File: src/rtl/baud_tick_gen_pkg.sv
// Shared clock constants for the UART timing source: source clock, baud rate,
// oversample ratio and the reset-time divisor derived from them.
package baud_tick_gen_pkg;

    localparam int unsigned SOURCE_CLK     = 32'd50_000_000;
    localparam int unsigned BAUD_RATE      = 32'd9600;
    localparam int unsigned OVERSAMPLE_DEF = 32'd16;
    localparam int unsigned CNT_W_DEF      = 32'd16;
    localparam int unsigned FRAC_W_DEF     = 32'd4;

    // Integer part of clk / (baud * oversample).
    function automatic int unsigned calc_div_int(input int unsigned clk_hz,
                                                 input int unsigned baud,
                                                 input int unsigned os);
        return clk_hz / (baud * os);
    endfunction

    // Fractional remainder of clk / (baud * oversample), scaled by 2^frac_w.
    function automatic int unsigned calc_div_frac(input int unsigned clk_hz,
                                                  input int unsigned baud,
                                                  input int unsigned os,
                                                  input int unsigned frac_w);
        int unsigned scaled;
        scaled = (clk_hz << frac_w) / (baud * os);
        return scaled - (calc_div_int(clk_hz, baud, os) << frac_w);
    endfunction

    // 50 MHz / (9600 * 16) = 325.52 -> 325 + 8/16
    localparam int unsigned DEFAULT_INT_DEF  = calc_div_int(SOURCE_CLK, BAUD_RATE, OVERSAMPLE_DEF);
    localparam int unsigned DEFAULT_FRAC_DEF = calc_div_frac(SOURCE_CLK, BAUD_RATE, OVERSAMPLE_DEF, FRAC_W_DEF);

endpackage

File: src/rtl/baud_tick_gen_frac_accum.sv
// Fractional divisor accumulator. On every oversample boundary the fraction
// is added to the accumulator; an overflow stretches the next period by one
// source clock.
module frac_accum
    import baud_tick_gen_pkg::*;
#(
    parameter int unsigned FRAC_W = FRAC_W_DEF
) (
    input  logic              src_clk,
    input  logic              rst,
    input  logic              step,
    input  logic [FRAC_W-1:0] frac,
    input  logic              clr,
    output logic              extend
);

    logic [FRAC_W-1:0] acc_q;
    logic [FRAC_W-1:0] acc_d;
    logic              extend_q;
    logic              extend_d;
    logic [FRAC_W:0]   sum_s;

    assign sum_s  = {1'b0, acc_q} + {1'b0, frac};
    assign extend = extend_q;

    // Next-state: clear wins, a step folds in the fraction, otherwise hold.
    always_comb begin
        acc_d    = acc_q;
        extend_d = extend_q;
        if (clr) begin
            acc_d    = {FRAC_W{1'b0}};
            extend_d = 1'b0;
        end else if (step) begin
            acc_d    = sum_s[FRAC_W-1:0];
            extend_d = sum_s[FRAC_W];
        end else begin
            acc_d    = acc_q;
            extend_d = extend_q;
        end
    end

    // Accumulator and carry registers.
    always_ff @(posedge src_clk or posedge rst) begin
        if (rst) begin
            acc_q    <= {FRAC_W{1'b0}};
            extend_q <= 1'b0;
        end else begin
            acc_q    <= acc_d;
            extend_q <= extend_d;
        end
    end

endmodule

File: src/rtl/baud_tick_gen.sv
// Fractional-N UART baud tick generator: oversample, mid-bit and end-of-bit
// ticks plus a bit-rate square wave, with a shadowed runtime divisor that is
// applied at period boundaries, while idle, or on resync.
module baud_tick_gen
    import baud_tick_gen_pkg::*;
#(
    parameter int unsigned CNT_W        = CNT_W_DEF,
    parameter int unsigned FRAC_W       = FRAC_W_DEF,
    parameter int unsigned OVERSAMPLE   = OVERSAMPLE_DEF,
    parameter int unsigned DEFAULT_INT  = DEFAULT_INT_DEF,
    parameter int unsigned DEFAULT_FRAC = DEFAULT_FRAC_DEF
) (
    input  logic                          src_clk,
    input  logic                          rst,
    input  logic                          en,
    input  logic                          resync,
    input  logic [CNT_W-1:0]              div_int,
    input  logic [FRAC_W-1:0]             div_frac,
    input  logic                          div_load,
    output logic                          div_pending,
    output logic                          os_tick,
    output logic                          mid_tick,
    output logic                          bit_tick,
    output logic [$clog2(OVERSAMPLE)-1:0] os_phase,
    output logic                          clk_div
);

    localparam int unsigned PH_W = $clog2(OVERSAMPLE);
    localparam logic [PH_W-1:0]   MID_PH   = PH_W'(OVERSAMPLE / 2 - 1);
    localparam logic [PH_W-1:0]   HALF_PH  = PH_W'(OVERSAMPLE / 2);
    localparam logic [PH_W-1:0]   LAST_PH  = PH_W'(OVERSAMPLE - 1);
    localparam logic [CNT_W-1:0]  RST_INT  = CNT_W'(DEFAULT_INT);
    localparam logic [FRAC_W-1:0] RST_FRAC = FRAC_W'(DEFAULT_FRAC);

    logic [CNT_W-1:0]  cnt_q,         cnt_d;
    logic [PH_W-1:0]   phase_q,       phase_d;
    logic              clk_div_q,     clk_div_d;
    logic [CNT_W-1:0]  active_int_q,  active_int_d;
    logic [FRAC_W-1:0] active_frac_q, active_frac_d;
    logic [CNT_W-1:0]  shadow_int_q,  shadow_int_d;
    logic [FRAC_W-1:0] shadow_frac_q, shadow_frac_d;
    logic              pending_q,     pending_d;

    logic              extend_s;
    logic [CNT_W:0]    n_eff_s;
    logic [CNT_W:0]    terminal_s;
    logic              at_term_s;
    logic              os_tick_s;
    logic              apply_s;

    // Divisors below 2 cannot form a period, so they clamp to 2.
    assign n_eff_s    = (active_int_q < CNT_W'(2)) ? (CNT_W + 1)'(2) : {1'b0, active_int_q};
    assign terminal_s = n_eff_s - (CNT_W + 1)'(1) + {{CNT_W{1'b0}}, extend_s};
    // '>=' rather than '==': a divisor shrunk while idle can leave the counter
    // past the new terminal; it then ends the period at once instead of
    // running through a full counter wrap.
    assign at_term_s  = ({1'b0, cnt_q} >= terminal_s);
    assign os_tick_s  = en & ~resync & at_term_s;
    assign apply_s    = os_tick_s | ~en | resync;

    assign os_tick     = os_tick_s;
    assign mid_tick    = os_tick_s & (phase_q == MID_PH);
    assign bit_tick    = os_tick_s & (phase_q == LAST_PH);
    assign os_phase    = phase_q;
    assign clk_div     = clk_div_q;
    assign div_pending = pending_q;

    frac_accum #(
        .FRAC_W (FRAC_W)
    ) u_frac_accum (
        .src_clk (src_clk),
        .rst     (rst),
        .step    (os_tick_s),
        .frac    (active_frac_q),
        .clr     (resync),
        .extend  (extend_s)
    );

    // Counter, oversample phase and square-wave next-state.
    always_comb begin
        cnt_d   = cnt_q;
        phase_d = phase_q;
        if (resync) begin
            cnt_d   = {CNT_W{1'b0}};
            phase_d = {PH_W{1'b0}};
        end else if (en) begin
            if (at_term_s) begin
                cnt_d   = {CNT_W{1'b0}};
                phase_d = (phase_q == LAST_PH) ? {PH_W{1'b0}} : phase_q + PH_W'(1);
            end else begin
                cnt_d   = cnt_q + CNT_W'(1);
                phase_d = phase_q;
            end
        end else begin
            cnt_d   = cnt_q;
            phase_d = phase_q;
        end
        // Low for the first half of each bit, high for the second half.
        clk_div_d = (phase_d >= HALF_PH);
    end

    // Shadow/active divisor next-state; an apply in the same cycle as a load
    // takes the old shadow and keeps the new value pending.
    always_comb begin
        active_int_d  = active_int_q;
        active_frac_d = active_frac_q;
        shadow_int_d  = shadow_int_q;
        shadow_frac_d = shadow_frac_q;
        pending_d     = pending_q;
        if (apply_s) begin
            active_int_d  = shadow_int_q;
            active_frac_d = shadow_frac_q;
        end else begin
            active_int_d  = active_int_q;
            active_frac_d = active_frac_q;
        end
        if (div_load) begin
            shadow_int_d  = div_int;
            shadow_frac_d = div_frac;
            pending_d     = 1'b1;
        end else if (apply_s) begin
            pending_d     = 1'b0;
        end else begin
            pending_d     = pending_q;
        end
    end

    // Timing state registers.
    always_ff @(posedge src_clk or posedge rst) begin
        if (rst) begin
            cnt_q     <= {CNT_W{1'b0}};
            phase_q   <= {PH_W{1'b0}};
            clk_div_q <= 1'b0;
        end else begin
            cnt_q     <= cnt_d;
            phase_q   <= phase_d;
            clk_div_q <= clk_div_d;
        end
    end

    // Divisor registers; reset restores the default divisor in both copies.
    always_ff @(posedge src_clk or posedge rst) begin
        if (rst) begin
            active_int_q  <= RST_INT;
            active_frac_q <= RST_FRAC;
            shadow_int_q  <= RST_INT;
            shadow_frac_q <= RST_FRAC;
            pending_q     <= 1'b0;
        end else begin
            active_int_q  <= active_int_d;
            active_frac_q <= active_frac_d;
            shadow_int_q  <= shadow_int_d;
            shadow_frac_q <= shadow_frac_d;
            pending_q     <= pending_d;
        end
    end

endmodule

File: config.mk
export PLATFORM = sky130hd
export DESIGN_NAME = baud_tick_gen
export DESIGN_NICKNAME = d
export VERILOG_FILES = /design/src/rtl/baud_tick_gen_pkg.sv /design/src/rtl/baud_tick_gen_frac_accum.sv /design/src/rtl/baud_tick_gen.sv
export SDC_FILE = /design/constraint.sdc
export NUM_CORES = 1
export LEC_CHECK = 0
export ABC_AREA = 1
export CELL_PAD_IN_SITES_DETAIL_PLACEMENT = 1
export CELL_PAD_IN_SITES_GLOBAL_PLACEMENT = 1
export CORE_MARGIN = 2
export CORE_UTILIZATION = 40
export DETAILED_ROUTE_END_ITERATION = 6
export PLACE_DENSITY_LB_ADDON = 0.1
export SYNTH_ARGS = -nofsm -noshare
export SYNTH_HDL_FRONTEND = slang
export SYNTH_SLANG_ARGS = --single-unit
File: constraint.sdc
create_clock -name src_clk -period 6.3 [get_ports src_clk]
set_input_delay 0.63 -clock src_clk [delete_from_list [all_inputs] [get_ports src_clk]]
set_output_delay 0.63 -clock src_clk [all_outputs]
set_load 0.03 [all_outputs]
==> results list, run 1 <==
- The flow ran to the end, and the final reports show no timing, DRC or antenna violations.
- The pre-antenna-repair detailed-routing pass consisted of 4 iterations.
- Antenna Violating Nets Remaining: 0
* Die outline area: 0.01044 mm2
* Starting density of the core: 41.51%
- Share of layout cells above drive strength 1: 12.20%
- Leaving out fill and tap cells, the most frequent cell in the layout is sky130_fd_sc_hd__nand2_1.
- Clock tree synthesis selected as its root buffer the cell sky130_fd_sc_hd__clkbuf_8.
* Gate count after technology mapping: 453
- STA puts the critical path data required time at 5.67 ns.
- In this run the horizontal extent of the chip is 102.2 um.
* Vias in the first global route: 2950
- Detailed-route DRC error count: 0
- Entering global routing, the biggest net connects 67 pins.
- Global routing finished with a remaining overflow of 0.
- Dividing the detail-routed wire length by the instance count gives 13.14 um.
- Using the TritonRoute via totals, the vias-per-cell ratio works out to 4.797.
- Placed cell count: 605
* Largest fanout of any net on the critical path: 10
* Number of placement rows: 35
- Port Buf Inserts: 33
- DRC marker count from the first detailed-route iteration: 63
* Number of maximum-capacitance violations: 0
- Measured along the y axis, the die boundary spans 102.2 um.
- Peak ir drop on the vdd network: 0.09764 mV
- Worst-case reg-to-reg path depth: 20
- The average instance in the mapped netlist occupies 8.507 um2.
* Cells taking the most area after synthesis: sky130_fd_sc_hd__dfrtp_1, sky130_fd_sc_hd__nand2_1, sky130_fd_sc_hd__ha_1, sky130_fd_sc_hd__dfstp_2, sky130_fd_sc_hd__xor2_1
- Summing all multi-input logic gate instances after layout gives 0.001921 mm2.
- During I/O placement, the number of pins put on the boundary was 34.
- Arrival @ worst endpoint: 4.67 ns
- The worst hold path passes through 2 cells.
- Buffers added to address setup during post-CTS repair amount to 0.
- The worst register-to-register path ends at active_frac_q[0]$_DFFE_PP0P_.
- Share of the clock period used by the worst path: 84.17%
- Cts hold-fix bufs: 0
- Core region area: 0.009284 mm2
* Hold Crit Endpoint: active_int_q[6]$_DFFE_PP1P_
- Category of the critical setup timing path: flip-flop to primary output
- Number of slew-limit violations in the final report: 0
- Hold violation total from the final report: 0
* Filler cell count in the final layout: 1132
- The worst register-to-register path begins at active_int_q[9]$_DFFE_PP0P_.
- Sequential cell area fraction in the yosys report: 43.18%
* Most used cells in the layout excluding fill and tap cells: sky130_fd_sc_hd__nand2_1, sky130_fd_sc_hd__dfrtp_1, sky130_fd_sc_hd__inv_1, sky130_fd_sc_hd__clkdlybuf4s50_1, sky130_fd_sc_hd__o21ai_1
- RSZ-0062 raised after global routing: false
* Bufs on Longest Clock Path: 2
- For the pin with the worst max-slew slack, the measured transition is 0.9854 ns.
* Fin Hold WS: 0.4600 ns
- Weighted congestion reported at the end of routability-driven placement: 0.8335
- In the final timing run, aggregate negative setup slack is 0 ns.
- When the netlist entered floorplanning its net count stood at 503.
- Across every metal layer, demand over resource in global routing totals 17.45%.
* Count of non-filler cells in the finished layout: 621
- Setup violations remaining at the end of the flow were counted as 0.
* Global-route wire length before repair: 14170 um
* TritonCTS clock tree: built
- Storage cell area: 0.001664 mm2
- Min-Delay Startpoint: shadow_int_q[6]$_DFFE_PP1P_
* Number of warnings issued by yosys: 0
* Kind of path behind the tightest hold check: flip-flop to flip-flop
* Max-slew headroom: 34.18%
- Time the worst path needs with I/O delays and setup: 5.303 ns
- Summed over its instances, the top area cell type makes up 36.36% of the synthesized netlist area.
- Leakage power: 2.108 nW
- Power spread over the standard cell area amounts to 237.0 mW/mm2.
- CTS buffer count: 9
- TritonCTS Sinks: 66
- Derived from the worst setup path, the maximum achievable clock frequency is 188.6 MHz.
* Netlist area before placement: 0.003854 mm2
* Internal reg-to-reg setup slack: 1.84 ns
* Vias after detailed routing: 2979
* Count of antenna diodes in the layout: 0
- The H-tree generated during clock tree synthesis spans 3 levels.
- The synthesized design contains 66 register bits.
* Post-layout nets: 537
- Yosys top cell by area: sky130_fd_sc_hd__dfrtp_1
- Startpoint type of the worst setup path: flip-flop
* HPWL after DPL: 6079 um
- Gates resized during post-CTS repair numbered 0.
* Wire length reported by the detailed router: 8159 um
- In this run, distinct cell masters in the synthesized netlist total 34.
* Worst setup EP type: primary output
- Worst Skew: 0.01366 ns
- Relative area change from synthesis to final layout: 16.95%
- Clock-pin slew was measured on the worst setup and hold paths at 0.08 ns.
- For the worst-skew pair, the clock arrives at the later sink with an insertion delay of 0.35 ns.
- Number of antenna violations at the first check in global routing: 0
-- how the worst max path moves through the flow --
stage | start | slack, ns | to
after global routing | active_int_q[9]$_DFFE_PP0P_ | 0.52 | mid_tick
after CTS | active_int_q[9]$_DFFE_PP0P_ | 0.92 | mid_tick
final | active_int_q[9]$_DFFE_PP0P_ | 1.0 | mid_tick
after detailed placement | active_int_q[9]$_DFFE_PP0P_ | 1.32 | mid_tick
after floorplan | active_int_q[9]$_DFFE_PP0P_ | 2.05 | mid_tick
after global placement | active_int_q[9]$_DFFE_PP0P_ | 1.57 | mid_tick
-- flip-flops by register name, indices dropped and copies added, names as in the netlist --
signal               flops
os_phase                 3
u_frac_accum.acc_q       4
active_int_q            16
u_frac_accum.extend      1
cnt_q                   16
shadow_int_q            16
clk_div                  1
active_frac_q            4
div_pending              1
shadow_frac_q            4
-- cell type report --
| class | instances | share of cell area (%) |
|---|---|---|
| flip-flops and latches | 66 | 36.92 |
| clock inverters | 6 | 2.054 |
| well taps | 129 | 3.581 |
| inverters | 54 | 4.497 |
| repair buffers | 34 | 7.496 |
| clock buffers | 10 | 2.832 |
| multi-input cells | 322 | 42.62 |
-- synthesized netlist by cell type --
| cell type | number |
|---|---|
| sky130_fd_sc_hd__nand2_1 | 121 |
| sky130_fd_sc_hd__dfrtp_1 | 56 |
| sky130_fd_sc_hd__inv_1 | 52 |
| sky130_fd_sc_hd__o21ai_1 | 30 |
| sky130_fd_sc_hd__xor2_1 | 26 |
| sky130_fd_sc_hd__ha_1 | 24 |
| sky130_fd_sc_hd__nor2_1 | 24 |
| sky130_fd_sc_hd__nand3_1 | 21 |
| sky130_fd_sc_hd__nand4_1 | 15 |
| sky130_fd_sc_hd__nand2_2 | 12 |
| sky130_fd_sc_hd__dfstp_2 | 10 |
| sky130_fd_sc_hd__o22ai_2 | 9 |
| sky130_fd_sc_hd__a21oi_1 | 8 |
| sky130_fd_sc_hd__nor3_1 | 8 |
| sky130_fd_sc_hd__clkbuf_1 | 4 |
| sky130_fd_sc_hd__nor4_1 | 4 |
| sky130_fd_sc_hd__buf_2 | 3 |
| sky130_fd_sc_hd__nor2_4 | 3 |
| sky130_fd_sc_hd__o21ai_0 | 3 |
| sky130_fd_sc_hd__xnor2_1 | 3 |
| sky130_fd_sc_hd__buf_6 | 2 |
| sky130_fd_sc_hd__nand2_4 | 2 |
| sky130_fd_sc_hd__nand3_2 | 2 |
| sky130_fd_sc_hd__a21oi_4 | 1 |
| sky130_fd_sc_hd__a31oi_1 | 1 |
| sky130_fd_sc_hd__buf_4 | 1 |
| sky130_fd_sc_hd__buf_8 | 1 |
| sky130_fd_sc_hd__clkinv_1 | 1 |
| sky130_fd_sc_hd__fa_1 | 1 |
| sky130_fd_sc_hd__inv_2 | 1 |
| sky130_fd_sc_hd__nand3b_2 | 1 |
| sky130_fd_sc_hd__nand4_2 | 1 |
| sky130_fd_sc_hd__nor2_2 | 1 |
| sky130_fd_sc_hd__o211ai_1 | 1 |
-- cell families (layout without fill, tap and decap cells) --
family / after synthesis / in the layout / share of synthesized area, %
AND/OR/NAND/NOR: 215 / 215 / 25.68
AO/OA/AOI/OAI: 53 / 53 / 9.026
adder cells (fa/ha/maj): 25 / 25 / 8.312
buffers and inverters: 65 / 104 / 7.207
flip-flops: 66 / 66 / 43.18
XOR/XNOR: 29 / 29 / 6.591
-- per-stage QoR --
step / total power [mW] / utilization [%] / instance area (um2) / worst slack (ns)
finish: 1.068 / 48.54 / 4507 / 0.9974
global route: 1.137 / 48.54 / 4507 / 0.5155
CTS: 1.088 / 48.54 / 4507 / 0.9190
detailed placement: 0.6827 / 46.17 / 4287 / 1.316
floorplan: 0.6247 / - / 3854 / 2.054
global placement: 0.6741 / 46.17 / 4287 / 1.573
-- worst max-delay path, stage by stage (launching register included) --
cell	delay [ns]
sky130_fd_sc_hd__dfrtp_1	0.39
sky130_fd_sc_hd__nor2_1	0.19
sky130_fd_sc_hd__nand2_1	0.10
sky130_fd_sc_hd__nor2_2	0.22
sky130_fd_sc_hd__nand4_1	0.13
sky130_fd_sc_hd__nand2_1	0.10
sky130_fd_sc_hd__ha_1	0.19
sky130_fd_sc_hd__ha_1	0.25
sky130_fd_sc_hd__nand2_2	0.11
sky130_fd_sc_hd__nor2_4	0.19
sky130_fd_sc_hd__nand3_1	0.13
sky130_fd_sc_hd__nor3_1	0.20
sky130_fd_sc_hd__xor2_1	0.10
sky130_fd_sc_hd__ha_1	0.32
sky130_fd_sc_hd__nand4_1	0.10
sky130_fd_sc_hd__nor4_1	0.28
sky130_fd_sc_hd__nand2_1	0.16
sky130_fd_sc_hd__nand3_2	0.18
sky130_fd_sc_hd__nand2_4	0.12
sky130_fd_sc_hd__nor3_1	0.17
sky130_fd_sc_hd__clkdlybuf4s50_1	0.69
-- where the power goes --
part / internal, mW / switching [mW] / total (mW) / leakage [nW]
clock: 0.224 / 0.173 / 0.397 / 0.103
combinational: 0.0739 / 0.110 / 0.184 / 1.17
sequential: 0.460 / 0.0271 / 0.487 / 0.832
total: 0.758 / 0.310 / 1.07 / 2.11
-- per-layer routing --
layer	up-vias	global-route usage, %	wire length [um]	share of wire (%)
li1	1541	-	-	-
met1	1391	25.02	4140	51
met2	36	25.66	3623	44
met3	11	4.446	241	3.0
met4	0	6.051	153	1.9
met5	-	0	0	0
Power figures use the tool's default switching activity.
==> inputs of run 2 (changes only) <==
==> constraint.sdc (replaced) <==
create_clock -name src_clk -period 4.35 [get_ports src_clk]
set_input_delay 0.435 -clock src_clk [delete_from_list [all_inputs] [get_ports src_clk]]
set_output_delay 0.435 -clock src_clk [all_outputs]
set_load 0.03 [all_outputs]
==> results list, run 2 (synthesis results as in run 1) <==
* Run status: complete, no violations
- Die outline area: 0.01044 mm2 (unchanged)
- Clk Latency, worst-skew pair: 0.36 ns (about the same)
- Fin Hold WS: 0.4683 ns (+0.008345 ns)
- Global-route wire length before repair: 15170 um (+7.1%)
* First drt pass iteration count: 4 (unchanged)
- Starting density of the core: 41.51% (unchanged)
- Total routing resource utilization after global routing: 18.55% (+1.1 points)
- The worst voltage drop across the vdd grid is 0.1656 mV (+70%).
- The average via count per standard cell came to 4.860 (+1.3%).
* Core region area: 0.009284 mm2 (unchanged)
- CP required: 3.91 ns (-1.76 ns)
* Arrival @ worst endpoint: 3.78 ns (-0.89 ns)
- The max-slew violation count was 0 (unchanged).
- Max-slew headroom: 41.04% (+6.9 points)
- Detailed-route DRC error count: 0 (unchanged)
- The share of the core filled with cells came to 51.33% (+2.8 points).
* Share of layout cells above drive strength 1: 19.69% (+7.5 points)
- Most used cells in the layout excluding fill and tap cells: sky130_fd_sc_hd__nand2_1, sky130_fd_sc_hd__dfrtp_1, sky130_fd_sc_hd__inv_1, sky130_fd_sc_hd__o21ai_1, sky130_fd_sc_hd__clkdlybuf4s50_1
- The number of nets in the final layout came to 558 (+3.9%).
- The number of cell instances on the worst register-to-register path is 23 (+15%).
- Bufs on Longest Clock Path: 2 (unchanged)
- The path class of the tightest hold or removal check is flip-flop to flip-flop.
* Detailed-route wire length on metal 1: 4478 um (+8.2%)
- Traced cell by cell, the critical path runs through nor2_2, nand2_1, nor2_4, nand4_1, nand2_2, ha_4, ha_4, nand2_2, nor2_4, nand3_2, xor2_1, ha_1, nand2_1, nor2_2, nand4_1, nor2_2, nor2_4, nand3_4, nand2_8, nor3_2, buf_4.
* Clock slew at reported path FFs: 0.08 ns (about the same)
* Logic depth of the worst path, buffers included: 21 (+5.0%)
* Weighted congestion reported at the end of routability-driven placement: 0.8686 (+4.2%)
- The worst setup path is captured at a primary output.
- The post-placement setup slack was 0.1873 ns (-1.129 ns).
- The startpoint identified for the worst register-to-register timing path is active_int_q[10]$_DFFE_PP0P_.
* Port Buf Inserts: 33 (unchanged)
- The final setup slack of the worst path came to 0.1300 ns (-0.8673 ns).
* Met2 wirelength from detailed routing: 4304 um (+19%)
* TritonCTS Sinks: 66 (unchanged)
- Broken down by cell family, the worst path's largest delay share belongs to simple AND/OR/NAND/NOR gates.
- The detailed-route wire length was 9149 um (+12%).
- Time the worst path needs with I/O delays and setup: 4.220 ns
- Clock tree synthesis selected as its root buffer the cell sky130_fd_sc_hd__clkbuf_8.
- The most critical setup path has its startpoint at active_int_q[10]$_DFFE_PP0P_.
* CTS buffer count: 9 (unchanged)
- The pin count of the biggest net entering global routing was 44 (-34%).
- Top Ports: 34 (unchanged)
* Hold Crit Depth: 2 (unchanged)
* Vias after detailed routing: 3120 (+4.7%)
* Highest layer used for signal routing: met4
- Share of the clock period used by the worst path: 97.01%
- Count of antenna diodes in the layout: 0 (unchanged)
- The worst clock skew on the final layout was 0.01587 ns (+0.002212 ns).
- Height of the chip: 102.2 um (unchanged)
* Startpoint type of the worst setup path: flip-flop
* Die width: 102.2 um (unchanged)
- The area growth from synthesis to layout is 23.67%.
- Number of placement rows: 35 (unchanged)
* Areal power density over the cells: 327.0 mW/mm2 (+38%)
- Routed length on met3: 202 um (-16%)
- Total negative slack for setup checks: 0 ns (unchanged)
- Min-Delay Startpoint: shadow_frac_q[3]$_DFFE_PP1P_
- Leakage power: 2.221 nW (+5.4%)
- The largest fanout on the critical path is 10 (unchanged).
- Cell type of the slowest stage on the worst timing path: sky130_fd_sc_hd__dfrtp_1
* Number of antenna violations at the first check in global routing: 0 (unchanged)
* TritonCTS clock tree: built
- The slew at the pin with the worst max-slew slack is 0.8832 ns (-0.1022 ns).
- Biggest regs: active_int_q x16, cnt_q x16, shadow_int_q x16
* Antenna Violating Nets Remaining: 0 (unchanged)
* Per-cell routed wire length: 14.25 um (+8.5%)
- Highest clock rate: 237.0 MHz
- Most frequent standard cell in the layout excluding fill and tap cells: sky130_fd_sc_hd__nand2_1
- Hold violation total from the final report: 0 (unchanged)
- The final number of setup-violating endpoints came to 0 (unchanged).
- WP buf/inv: 1 (unchanged)
* H-tree depth: 3 (unchanged)
* Total gr overflow: 0 (unchanged)
- The filler cell count came to 1126 (-0.53%).
* Category of the critical setup timing path: flip-flop to primary output
- The HPWL after detailed placement was 6460 um (+6.3%).
* Vias in the first global route: 3129 (+6.1%)
- Number of maximum-capacitance violations: 0 (unchanged)
- The count of routing violations after the opening detailed-route iteration came to 88 (+40%).
- The worst stage delay on the critical path was 0.42 ns (-0.27 ns).
==> run 2: changes by cell type in the layout (fill, tap and decap cells not counted), moves of 2 or more <==
| cell | before | now |
|---|---|---|
| sky130_fd_sc_hd__buf_4 | 1 | 24 |
| sky130_fd_sc_hd__clkdlybuf4s50_1 | 33 | 30 |
| sky130_fd_sc_hd__clkinv_2 | 0 | 2 |
| sky130_fd_sc_hd__ha_1 | 24 | 22 |
| sky130_fd_sc_hd__ha_4 | 0 | 2 |
| sky130_fd_sc_hd__nand2_1 | 121 | 118 |
| sky130_fd_sc_hd__nand2_2 | 12 | 15 |
| sky130_fd_sc_hd__nor2_1 | 24 | 19 |
| sky130_fd_sc_hd__nor2_2 | 1 | 4 |
| sky130_fd_sc_hd__nor2_4 | 3 | 5 |
| sky130_fd_sc_hd__nor3_1 | 8 | 6 |
==> run 2: path summary, 6_finish.rpt <==
check                                               end  slack, ns
min in group asynchronous   active_int_q[5]$_DFFE_PP0P_       0.59
hold / removal             shadow_frac_q[3]$_DFFE_PP1P_       0.47
setup / recovery                               mid_tick       0.13
hold reg to reg            shadow_frac_q[3]$_DFFE_PP1P_       0.47
max in group asynchronous   active_int_q[0]$_DFFE_PP1P_       2.86
setup reg to reg                      clk_div$_DFF_PP0_       0.62
==> run 2: what timing repair did <==
| action | 4_1_cts | 5_1_grt |
|---|---|---|
| hold buffers | 0 | 0 |
| gates resized for setup | 7 | 17 |
| endpoints found under the setup margin | 3 | 3 |
| buffers inserted | 3 | 15 |
| pin swaps | 4 | 10 |
| hold endpoints to repair | 0 | 0 |
==> run 2: layer usage <==
layer	global-route usage, %	up-vias
li1	-	1581
met1	25.47	1486
met2	29.45	39
met3	3.078	14
met4	7.179	0
met5	0	-
==> run 2: where the power goes <==
group	internal, mW	switching, mW
Combinational	0.131	0.180
Sequential	0.667	0.0399
Clock	0.281	0.259
Total	1.08	0.479
==> run 2: area by class of cell <==
| type | count | area [um2] | share of cell area (%) |
|---|---|---|---|
| multi-input cells | 322 | 2034 | 42.69 |
| flip-flops and latches | 66 | 1664 | 34.92 |
| repair buffers | 55 | 500.5 | 10.50 |
| inverters | 54 | 202.7 | 4.253 |
| well taps | 129 | 161.4 | 3.387 |
| clock buffers | 10 | 137.6 | 2.888 |
| clock inverters | 6 | 65.06 | 1.365 |
==> run 2: per-stage QoR <==
stage / instance area [um2] / cells / power, mW
floorplan: 3854 / 453 / 0.9047
global placement: 4314 / 608 / 0.9794
detailed placement: 4314 / 608 / 0.9928
CTS: 4567 / 627 / 1.546
global route: 4766 / 642 / 1.650
finish: 4766 / 642 / 1.558
==> run 2: tightest hold or removal path, delay by kind of cell, from the launching register on <==
family           cells  cell delay, ns
AND/OR/NAND/NOR      2            0.10
flip-flops           1            0.37
==> inputs of run 3 (changes only) <==
--- a/config.mk
+++ b/config.mk
@@ -6,12 +6,10 @@
 export NUM_CORES = 1
 export LEC_CHECK = 0
 export ABC_AREA = 1
-export CELL_PAD_IN_SITES_DETAIL_PLACEMENT = 1
-export CELL_PAD_IN_SITES_GLOBAL_PLACEMENT = 1
 export CORE_MARGIN = 2
 export CORE_UTILIZATION = 40
 export DETAILED_ROUTE_END_ITERATION = 6
-export PLACE_DENSITY_LB_ADDON = 0.1
 export SYNTH_ARGS = -nofsm -noshare
 export SYNTH_HDL_FRONTEND = slang
 export SYNTH_SLANG_ARGS = --single-unit
+export TNS_END_PERCENT = 5
==> results list, run 3 (synthesis results as in run 1) <==
- The run finished with clean final reports.
- Max-slew headroom: 34.04% (-7.0 points)
* Largest fanout of any net on the critical path: 10 (unchanged)
- The quantity of I/O buffers inserted on ports was 33 (unchanged).
* Highest clock rate: 244.4 MHz (+3.2%)
- The worst path arrival time was 3.66 ns (-0.12 ns).
- Count of antenna diodes in the layout: 0 (unchanged)
- Clk Latency, worst-skew pair: 0.35 ns (about the same)
- The worst register-to-register path begins at active_int_q[5]$_DFFE_PP0P_.
* Hold violation total from the final report: 0 (unchanged)
- Wire length reported by the detailed router: 7660 um (-16%)
* CP required: 3.91 ns (about the same)
* Min-Delay Startpoint: shadow_frac_q[3]$_DFFE_PP1P_
* Cells along the critical path: nor2_2, nand2_1, inv_1, nand4_1, nand2_1, ha_2, ha_4, nand2_2, nor2_4, nand2_1, xor2_1, ha_1, nand4_1, nor4_1, nand2_1, nand3_4, nand2_8, nor3_4, buf_6
- First drt pass iteration count: 4 (unchanged)
- Pin slew with the least headroom to its limit: 0.9879 ns (+0.1048 ns)
- The met2 wirelength from detailed routing is 3453 um (-20%).
- Detailed-route wire length on metal 1: 3698 um (-17%)
* Height of the chip: 102.2 um (unchanged)
- The worst voltage drop across the vdd grid came to 0.1768 mV (+6.7%).
- Worst setup EP type: primary output
- Highest layer used for signal routing: met4
- Antenna Violating Nets Remaining: 0 (unchanged)
* Biggest regs: active_int_q x16, cnt_q x16, shadow_int_q x16
- The shortest clock period the worst path allows after layout was 4.091 ns (-0.1291 ns).
* Startpoint type of the worst setup path: flip-flop
* Die outline area: 0.01044 mm2 (unchanged)
- Post-layout nets: 543 (-2.7%)
- Core region area: 0.009284 mm2 (unchanged)
- Weighted congestion reported at the end of routability-driven placement: 0.9002 (+3.6%)
* Internal reg-to-reg setup slack: 0.80 ns (+0.18 ns)
- The max capacitance violation total is 0 (unchanged).
- Worst-case reg-to-reg path depth: 19 (-17%)
* WP buf/inv: 2 (+1)
- Top Ports: 34 (unchanged)
- The worst register-to-register path ends at active_int_q[11]$_DFFE_PP0P_.
- The critical path is of the flip-flop to primary output type.
- The most numerous cell type found on the critical path is sky130_fd_sc_hd__nand2_1.
* Most used cells in the layout excluding fill and tap cells: sky130_fd_sc_hd__nand2_1, sky130_fd_sc_hd__dfrtp_1, sky130_fd_sc_hd__inv_1, sky130_fd_sc_hd__o21ai_1, sky130_fd_sc_hd__clkdlybuf4s50_1
- Total placed instance area: 0.004293 mm2 (-0.49%)
* HPWL after DPL: 5548 um (-14%)
* Areal power density over the cells: 317.0 mW/mm2 (-3.0%)
* Average via count per standard cell: 4.775 (-1.7%)
- The max-slew violation count came to 0 (unchanged).
- Relative area change from synthesis to final layout: 18.96%
- Share of the clock period used by the worst path: 94.04% (-3.0 points)
* Total negative slack for setup checks: 0 ns (unchanged)
- The proportion of layout cells with a drive suffix above 1 was 16.67% (-3.0 points).
- Hold Crit Depth: 2 (unchanged)
- The final number of setup-violating endpoints came to 0 (unchanged).
- The tree is rooted in a sky130_fd_sc_hd__clkbuf_8.
- Post-route standard cell area excluding fillers: 0.004584 mm2 (-3.8%)
- The library cell used most frequently in the layout, excluding fill and tap cells, is sky130_fd_sc_hd__nand2_1.
* CTS buffer count: 9 (unchanged)
- Kind of path behind the tightest hold check: flip-flop to flip-flop
- Starting density of the core: 41.51% (unchanged)
* Die width: 102.2 um (unchanged)
* H-tree depth: 3 (unchanged)
- The post-CTS clock slew at the launch and capture registers of the worst setup and hold paths came to 0.08 ns (about the same).
- TritonCTS clock tree: built
- TritonCTS Sinks: 66 (unchanged)
* Global-route wire length before repair: 12920 um (-15%)
- Number of antenna violations at the first check in global routing: 0 (unchanged)
- Per-cell routed wire length: 12.22 um (-14%)
- The worst clock skew on the final layout was 0.01328 ns (-0.002586 ns).
* Count of non-filler cells in the finished layout: 627 (-2.3%)
- The post-placement cell count was 608 (unchanged).
- The maximum buffer depth of the clock tree was 2 (unchanged).
- Vias in the first global route: 2813 (-10%)
* Pin count of the biggest net entering global routing: 48 (+9.1%)
- The kind of cell with the highest combined delay along the critical path is simple AND/OR/NAND/NOR gates.
- The path with the worst hold slack has its endpoint at shadow_frac_q[3]$_DFFE_PP1P_.
- Total gr overflow: 0 (unchanged)
- Cell type of the slowest stage on the worst timing path: sky130_fd_sc_hd__dfrtp_2
* DRC marker count from the first detailed-route iteration: 80 (-9.1%)
- Leakage power: 2.115 nW (-4.8%)
- Detailed-route DRC error count: 0 (unchanged)
* Routed length on met3: 280 um (+39%)
- The cell row count came to 35 (unchanged).
* Total routing resource utilization after global routing: 15.91% (-2.6 points)
* Delay of the slowest cell on the worst path: 0.44 ns (+0.02 ns)
* Vias after detailed routing: 2994 (-4.0%)
-- run 3: cell types whose count changed in the layout (fill, tap and decap cells not counted), moves of 2 or more --
| cell | delta |
|---|---|
| sky130_fd_sc_hd__clkinvlp_4 | +2 |
| sky130_fd_sc_hd__nand2_1 | +3 |
| sky130_fd_sc_hd__nand2_2 | -3 |
| sky130_fd_sc_hd__buf_4 | -15 |
-- run 3: report_power, final --
part / total (mW) / switching (mW) / leakage (nW) / internal (mW)
Sequential: 0.707 / 0.0404 / 0.831 / 0.667
Combinational: 0.275 / 0.161 / 1.20 / 0.115
Clock: 0.471 / 0.262 / 0.0818 / 0.209
Total: 1.45 / 0.463 / 2.12 / 0.991
-- run 3: cell type report --
cell class | instances | area, um2
clock buffers | 9 | 123.9
clock inverters | 7 | 53.80
fillers | 923 | 4700
inverters | 54 | 202.7
multi-input cells | 322 | 1998
flip-flops and latches | 66 | 1665
well taps | 129 | 161.4
repair buffers | 40 | 379.1
-- run 3: repair_timing --
item | in CTS | in global routing
pin swaps | 0 | 5
endpoints found under the setup margin | 3 | 3
resized for setup | 4 | 16
setup buffers | 0 | 3
hold buffers | 0 | 0
-- run 3: worst max path at each step --
stage | start | endpoint | slack [ns] | cells past startpoint
2_1_floorplan | active_int_q[9]$_DFFE_PP0P_ | mid_tick | 0.30 | 19
5_1_grt | active_int_q[9]$_DFFE_PP0P_ | os_tick | -0.003 | 23
6_report | active_int_q[5]$_DFFE_PP0P_ | mid_tick | 0.26 | 19
3_5_place_dp | active_int_q[9]$_DFFE_PP0P_ | mid_tick | 0.28 | 20
3_3_place_gp | active_int_q[9]$_DFFE_PP0P_ | mid_tick | 0.40 | 20
4_1_cts | active_int_q[11]$_DFFE_PP0P_ | mid_tick | 0.02 | 20
-- run 3: worst register-to-register path, stage by stage, from the launching register on --
cell and delay [ns]:
sky130_fd_sc_hd__dfrtp_2 0.44, sky130_fd_sc_hd__nor2_2 0.13, sky130_fd_sc_hd__nand2_1 0.12, sky130_fd_sc_hd__inv_1 0.12, sky130_fd_sc_hd__nand4_1 0.10, sky130_fd_sc_hd__nand2_1 0.07
sky130_fd_sc_hd__ha_2 0.21, sky130_fd_sc_hd__ha_4 0.16, sky130_fd_sc_hd__nand2_2 0.08, sky130_fd_sc_hd__nor2_4 0.17, sky130_fd_sc_hd__nand2_1 0.10, sky130_fd_sc_hd__xor2_1 0.17
sky130_fd_sc_hd__ha_1 0.33, sky130_fd_sc_hd__nand4_1 0.11, sky130_fd_sc_hd__nor4_1 0.29, sky130_fd_sc_hd__nand2_1 0.16, sky130_fd_sc_hd__nand4_2 0.13, sky130_fd_sc_hd__buf_4 0.39
sky130_fd_sc_hd__nand2_1 0.10, sky130_fd_sc_hd__o21ai_1 0.09
-- run 3: metrics by stage --
step	hold WS [ns]	setup WS [ns]	utilization, %	power (mW)
after global placement	0.4545	0.3976	46.24	0.9720
after global routing	0.4802	-0.002728	49.38	1.547
after detailed placement	0.4579	0.2796	46.24	0.9804
final	0.4646	0.2591	49.38	1.453
after CTS	0.4707	0.01569	48.32	1.465
after floorplan	0.4422	0.2987	-	0.9047
-- run 3: routing by layer --
metal,vias up,global-route usage (%)
li1,1552,-
met1,1360,21.17
met2,63,24.34
met3,19,3.899
met4,0,7.795
met5,-,0
